==> src/rtl/cross_bar_pkg.sv <==
`default_nettype none
// ============================================================================
// cross_bar_pkg : shared sizes and types for the crossbar master response path
// Revision      : 1.0
// ============================================================================
package cross_bar_pkg;

  localparam int SLAVE_N   = 4;
  localparam int DATA_W    = 32;
  localparam int OUT_DEPTH = 4;

  localparam int SIDX_W = (SLAVE_N > 1) ? $clog2(SLAVE_N) : 1;
  localparam int CNT_W  = $clog2(OUT_DEPTH + 1);

  typedef logic [DATA_W-1:0]  data_t;
  typedef logic [SLAVE_N-1:0] sgrant_t;
  typedef logic [SIDX_W-1:0]  sidx_t;
  typedef logic [CNT_W-1:0]   cnt_t;

endpackage
`default_nettype wire

==> src/rtl/cross_bar_fifo.sv <==
`default_nettype none
// ============================================================================
// cross_bar_fifo : synchronous FIFO with combinational head (DEPTH power of 2)
// Revision       : 1.0
// ============================================================================
module cross_bar_fifo #(
  parameter int WIDTH = 2,
  parameter int DEPTH = 4
) (
  input  logic                       clk,
  input  logic                       rst,
  input  logic                       push,
  input  logic                       pop,
  input  logic [WIDTH-1:0]           wdata,
  output logic [WIDTH-1:0]           rdata,
  output logic                       full,
  output logic                       empty,
  output logic [$clog2(DEPTH+1)-1:0] count
);

  localparam int PTR_W = $clog2(DEPTH);
  localparam int CNT_W = $clog2(DEPTH + 1);

  logic [WIDTH-1:0] mem_q [DEPTH];
  logic [WIDTH-1:0] mem_d [DEPTH];
  logic [PTR_W-1:0] wr_ptr_q, wr_ptr_d;
  logic [PTR_W-1:0] rd_ptr_q, rd_ptr_d;
  logic [CNT_W-1:0] count_q, count_d;
  logic             push_ok, pop_ok;

  assign full    = (count_q == CNT_W'(DEPTH));
  assign empty   = (count_q == '0);
  assign count   = count_q;
  assign rdata   = mem_q[rd_ptr_q];
  assign push_ok = push && !full;
  assign pop_ok  = pop && !empty;

  // Pointers wrap on their own; count carries the extra bit to tell full from empty.
  always_comb begin
    mem_d    = mem_q;
    wr_ptr_d = wr_ptr_q;
    rd_ptr_d = rd_ptr_q;
    count_d  = count_q;
    if (push_ok) begin
      mem_d[wr_ptr_q] = wdata;
      wr_ptr_d        = wr_ptr_q + PTR_W'(1);
    end
    if (pop_ok) begin
      rd_ptr_d = rd_ptr_q + PTR_W'(1);
    end
    case ({push_ok, pop_ok})
      2'b10:   count_d = count_q + CNT_W'(1);
      2'b01:   count_d = count_q - CNT_W'(1);
      default: count_d = count_q;
    endcase
  end

  always_ff @(posedge clk) begin
    if (rst) begin
      for (int i = 0; i < DEPTH; i++) mem_q[i] <= '0;
      wr_ptr_q <= '0;
      rd_ptr_q <= '0;
      count_q  <= '0;
    end else begin
      mem_q    <= mem_d;
      wr_ptr_q <= wr_ptr_d;
      rd_ptr_q <= rd_ptr_d;
      count_q  <= count_d;
    end
  end

endmodule
`default_nettype wire

==> src/rtl/cross_bar_master_resp.sv <==
`default_nettype none
// ============================================================================
// cross_bar_master_resp : in-order read response routing for one master
// Revision              : 1.0
// ============================================================================
module cross_bar_master_resp #(
  parameter int SLAVE_N   = cross_bar_pkg::SLAVE_N,
  parameter int DATA_W    = cross_bar_pkg::DATA_W,
  parameter int OUT_DEPTH = cross_bar_pkg::OUT_DEPTH
) (
  input  logic                           clk,
  input  logic                           rst,
  input  logic                           master_req,
  input  logic                           master_cmd,
  output logic                           master_ack,
  output logic                           master_resp,
  output logic [DATA_W-1:0]              master_rdata,
  output logic                           req_fwd,
  input  logic [SLAVE_N-1:0]             sgrant,
  input  logic [SLAVE_N-1:0]             slave_ack,
  input  logic [SLAVE_N-1:0]             slave_resp,
  input  logic [SLAVE_N*DATA_W-1:0]      slave_rdata,
  output logic [$clog2(OUT_DEPTH+1)-1:0] outstanding,
  output logic                           err_unexp
);

  localparam int IDX_W = (SLAVE_N > 1) ? $clog2(SLAVE_N) : 1;

  logic [IDX_W-1:0]   grant_idx;
  logic [IDX_W-1:0]   head;
  logic [SLAVE_N-1:0] head_oh;
  logic               full, empty;
  logic               accept, push;
  logic               err_d, err_q;

  // Lowest set grant bit wins when the grant is not one-hot.
  always_comb begin
    grant_idx = '0;
    for (int i = SLAVE_N - 1; i >= 0; i--) begin
      if (sgrant[i]) grant_idx = IDX_W'(i);
    end
  end

  assign req_fwd    = master_req && !full;
  assign master_ack = !full && |(sgrant & slave_ack);
  assign accept     = master_req && master_ack;
  assign push       = accept && !master_cmd;

  assign head_oh      = SLAVE_N'(1) << head;
  assign master_resp  = !empty && slave_resp[head];
  assign master_rdata = master_resp ? slave_rdata[head*DATA_W +: DATA_W] : '0;

  // Any response not from the head slave is dropped and flagged a cycle later.
  assign err_d = empty ? |slave_resp : |(slave_resp & ~head_oh);

  always_ff @(posedge clk) begin
    if (rst) err_q <= 1'b0;
    else     err_q <= err_d;
  end

  assign err_unexp = err_q;

  cross_bar_fifo #(
    .WIDTH (IDX_W),
    .DEPTH (OUT_DEPTH)
  ) u_order_fifo (
    .clk   (clk),
    .rst   (rst),
    .push  (push),
    .pop   (master_resp),
    .wdata (grant_idx),
    .rdata (head),
    .full  (full),
    .empty (empty),
    .count (outstanding)
  );

endmodule
`default_nettype wire

==> config.mk <==
export PLATFORM = sky130hd
export DESIGN_NAME = cross_bar_master_resp
export DESIGN_NICKNAME = d
export VERILOG_FILES = /design/src/rtl/cross_bar_pkg.sv /design/src/rtl/cross_bar_fifo.sv /design/src/rtl/cross_bar_master_resp.sv
export SDC_FILE = /design/constraint.sdc
export NUM_CORES = 1
export LEC_CHECK = 0
export CAP_MARGIN = 20
export CORE_UTILIZATION = 28
export DETAILED_ROUTE_END_ITERATION = 12
export HOLD_SLACK_MARGIN = 0.02
export PLACE_DENSITY = 0.78
export SLEW_MARGIN = 5
export SYNTH_ARGS = -nofsm -noshare
export SYNTH_HDL_FRONTEND = slang
export SYNTH_SLANG_ARGS = --single-unit
==> constraint.sdc <==
create_clock -name clk -period 3.02 [get_ports clk]
set_input_delay 0.453 -clock clk [delete_from_list [all_inputs] [get_ports clk]]
set_output_delay 0.453 -clock clk [all_outputs]
set_load 0.02 [all_outputs]
==> metrics.cfg <==
[place]
pre_cts_ws_ps=-6.577
dp.cells=457
gp_congestion=0.7882
post_dp_cell_area_sq_mm=0.003870
hpwl_um=6359
io_buffers=182

[route]
drc=0
dr.pass1.iters=5
drtIter0Drc=59
drt_wl_total_um=7567
viasPerCell=4.838
post_drt_wl_per_cell_um=16.38
vias=2235
drtAntennaViolNets=0

[power_and_ir_drop]
switching_share=0.3820
power.internal_uw=912.0
p_leak_nw=1.651
power_frac_seq=0.187
power_density_mw_per_mm2=372.3
vdd_drop_max_mv=0.3039
p_comb_frac=0.687
p_switching_uw=563.7
power_frac_clock=0.126

[global_route]
antenna_found_initial=0
grt_pass1_vias=2230
overflow=0
grt_pass1_wl_um=11140
grt_max_degree=38
grt_use_total=0.1934

[job]
maxCapViolations=0

[synthesis]
syn-cell-area_sq_mm=0.001971
yosys_warnings=0
ys_seq_area_frac=0.1625
synth-seq-cells=16
synth.distinct_cells=36
avgSynthCellArea_sq_um=10.59
syn_nets=336
post_synth_inst_count=186

[setup_path]
worstReg2RegStart=u_order_fifo.rd_ptr_q[0]$_SDFFE_PP0P_
cp-end-kind=output pin
arrival_ps=2460
critical_path.cell_chain=mux4_2 -> buf_4 -> mux4_1 -> and2_1 -> dlygate4sd2_1
cp.required_ps=2570
path_class=reg -> out
cp-start-kind=flip-flop
ff2ff_setup_slack_ps=140
critPathMaxStageDelay_ps=620
worst_r2r_endpoint=u_order_fifo.count[2]$_SDFFE_PP0P_
reg2regPathDepth=10
crit_slowest_cell=mux4_2
critPathMaxFanout=10

[final_layout]
syn_to_final_growth_pct=101.1
fin_cells=462
stdcell_area_sq_mm=0.003964
layout-drive-gt1-share=0.1284
antennaDiodeCount=0
fin_nets=517
fill_cells=604

[worst_hold_path]
worst_hold_path.num_cells=2
min_to=u_order_fifo.mem_q[7]$_SDFFE_PP0P_
min_from=u_order_fifo.mem_q[7]$_SDFFE_PP0P_
hp-class=reg -> reg

[clock_network]
cts_tree=done
clk_path_buf_depth=2
clkTransAtPathRegs_ps=60
clock_latency_ps=250
clkSinkCount=16
htreeDepth=1
cts_buffers=3
cts_root_buf=clkbuf_8

[run_status]
status=finished, final reports clean

[sta]
slew_headroom=0.5776
finClkSkew_ps=1.715
rsz0062_at_grt=no
fmax_mhz=342.8
fin_ws_ps=102.6
fin_crit_ps=2917
drv_slew=0
finalHoldViolCount=0
tightest_slew_ps=631.6
period_share=0.9660
report.final.setup_viol=0

[floorplanning]
pin_count=183
core_sq_mm=0.006794
die_w_um=85.89
start_util=0.2901
die_area_sq_mm=0.007377
rows=30
die_y_um=85.89

flip-flops by register name, indices dropped and copies added, names as in the netlist:
| register | flops |
|---|---|
| u_order_fifo.mem_q | 8 |
| u_order_fifo.count | 3 |
| u_order_fifo.rd_ptr_q | 2 |
| u_order_fifo.wr_ptr_q | 2 |
| err_unexp | 1 |
worst max-delay path, delay by kind of cell (launching register included):
kind | cells | cell delay [ps]
flip-flops | 1 | 380
buffers and inverters | 2 | 580
multiplexers | 2 | 1080
AND/OR/NAND/NOR | 1 | 180
cell families (layout without fill, tap and decap cells):
family	Yosys count	in the layout	synth area share
buffers and inverters	27	207	0.07746
multiplexers	38	38	0.4216
AND/OR/NAND/NOR	64	64	0.1860
flip-flops	16	16	0.1625
AO/OA/AOI/OAI	32	32	0.09714
XOR/XNOR	3	3	0.01334
adder cells (fa/ha/maj)	6	6	0.04191
metal layers:
metal / share of wire / GRT usage / routed length [um]
met2: 0.56 / 0.3838 / 4201
met4: 0.015 / 0.04242 / 114
met1: 0.36 / 0.2081 / 2738
met5: 0 / 0 / 0
met3: 0.068 / 0.03850 / 513
cells in the final DEF, fill, tap and decap left out, drive strengths merged:
cell	netlist	layout
xor2	2	2
dlygate4sd2	0	23
or3	2	2
and2	33	33
nor3	2	2
clkdlybuf4s50	0	149
nor2	7	7
clkinv	1	1
mux2	2	2
nand2b	1	1
o31ai	2	2
o21ai	9	9
nand3	10	10
xnor2	1	1
or3b	2	2
dfxtp	16	16
fa	1	1
clkbuf	5	4
mux2i	2	2
nor2b	2	2
o2111a	1	1
o21a	1	1
nand2	3	3
o22ai	3	3
a22o	2	2
nand3b	1	1
a21oi	14	14
mux4	34	34
dlymetal6s2s	0	10
or2	1	1
buf	9	8
inv	12	12
ha	5	5
layout make-up:
class | instances | area, sq um | area share
tap | 96 | 120.1 | 0.03030
multi-input combinational | 143 | 1505 | 0.3797
clock buffer | 4 | 55.05 | 0.01389
inverter | 13 | 48.80 | 0.01231
sequential | 16 | 324.1 | 0.08176
timing repair buffer | 190 | 1911 | 0.4820
Yosys cell counts:
cell type	instances	area, sq um
mux2i_1	2	20.02
buf_12	2	40.04
xnor2_1	1	8.760
mux4_1	6	157.7
a21oi_1	14	70.07
a22o_1	2	17.52
clkinv_1	1	3.750
nand3_1	10	50.05
or3b_2	1	8.760
o21ai_0	9	45.04
buf_2	3	15.01
nor2_1	7	26.28
o2111a_1	1	11.26
buf_1	2	7.510
xor2_1	2	17.52
nand2_1	3	11.26
fa_1	1	20.02
o21a_1	1	7.510
or3_1	2	12.51
ha_1	5	62.56
mux4_2	28	630.6
nand3b_1	1	7.510
inv_1	12	45.04
nor3_1	2	10.01
dfxtp_1	16	320.3
o22ai_2	1	12.51
clkbuf_1	5	18.77
o22ai_1	2	12.51
mux2_2	2	22.52
or3b_1	1	8.760
and2_1	33	206.5
buf_6	2	22.52
nand2b_1	1	6.260
o31ai_1	2	15.01
or2_1	1	6.260
nor2b_1	2	12.51
worst max path at each step:
stage / slack [ps] / from / to / cells after the start
floorplan: 70 / u_order_fifo.rd_ptr_q[0]$_SDFFE_PP0P_ / u_order_fifo.count[2]$_SDFFE_PP0P_ / 11
CTS: -110 / u_order_fifo.rd_ptr_q[0]$_SDFFE_PP0P_ / master_rdata[16] / 5
detailed placement: -7 / u_order_fifo.rd_ptr_q[0]$_SDFFE_PP0P_ / master_rdata[16] / 5
global placement: 40 / u_order_fifo.rd_ptr_q[0]$_SDFFE_PP0P_ / master_rdata[19] / 5
global route: 9 / u_order_fifo.rd_ptr_q[0]$_SDFFE_PP0P_ / u_order_fifo.count[2]$_SDFFE_PP0P_ / 10
finish: 100 / u_order_fifo.rd_ptr_q[0]$_SDFFE_PP0P_ / master_rdata[0] / 5
timing repair:
item	CTS	global route
gates resized for setup	26	16
hold buffers	0	0
setup buffers	1	0
endpoints found under the setup margin	34	11
pin swaps	0	1
through the flow:
stage               hold slack, ps  setup TNS [ps]  power (mW)  utilization
floorplan                    448.6               0      0.8013            -
global placement             467.3               0       1.322       0.5696
detailed placement           476.0          -12.38       1.340       0.5696
CTS                          484.3          -885.7       1.480       0.5759
global route                 508.7               0       1.575       0.5834
finish                       485.9               0       1.476       0.5834
power groups by stage:
stage / Sequential (mW) / Clock, mW / Combinational, mW
6_report: 0.275 / 0.186 / 1.01
2_1_floorplan: 0.289 / 0 / 0.513
3_3_place_gp: 0.275 / 0 / 1.05
3_5_place_dp: 0.278 / 0 / 1.06
5_1_grt: 0.283 / 0.201 / 1.09
4_1_cts: 0.274 / 0.192 / 1.01
(Power assumes the default switching activity.)
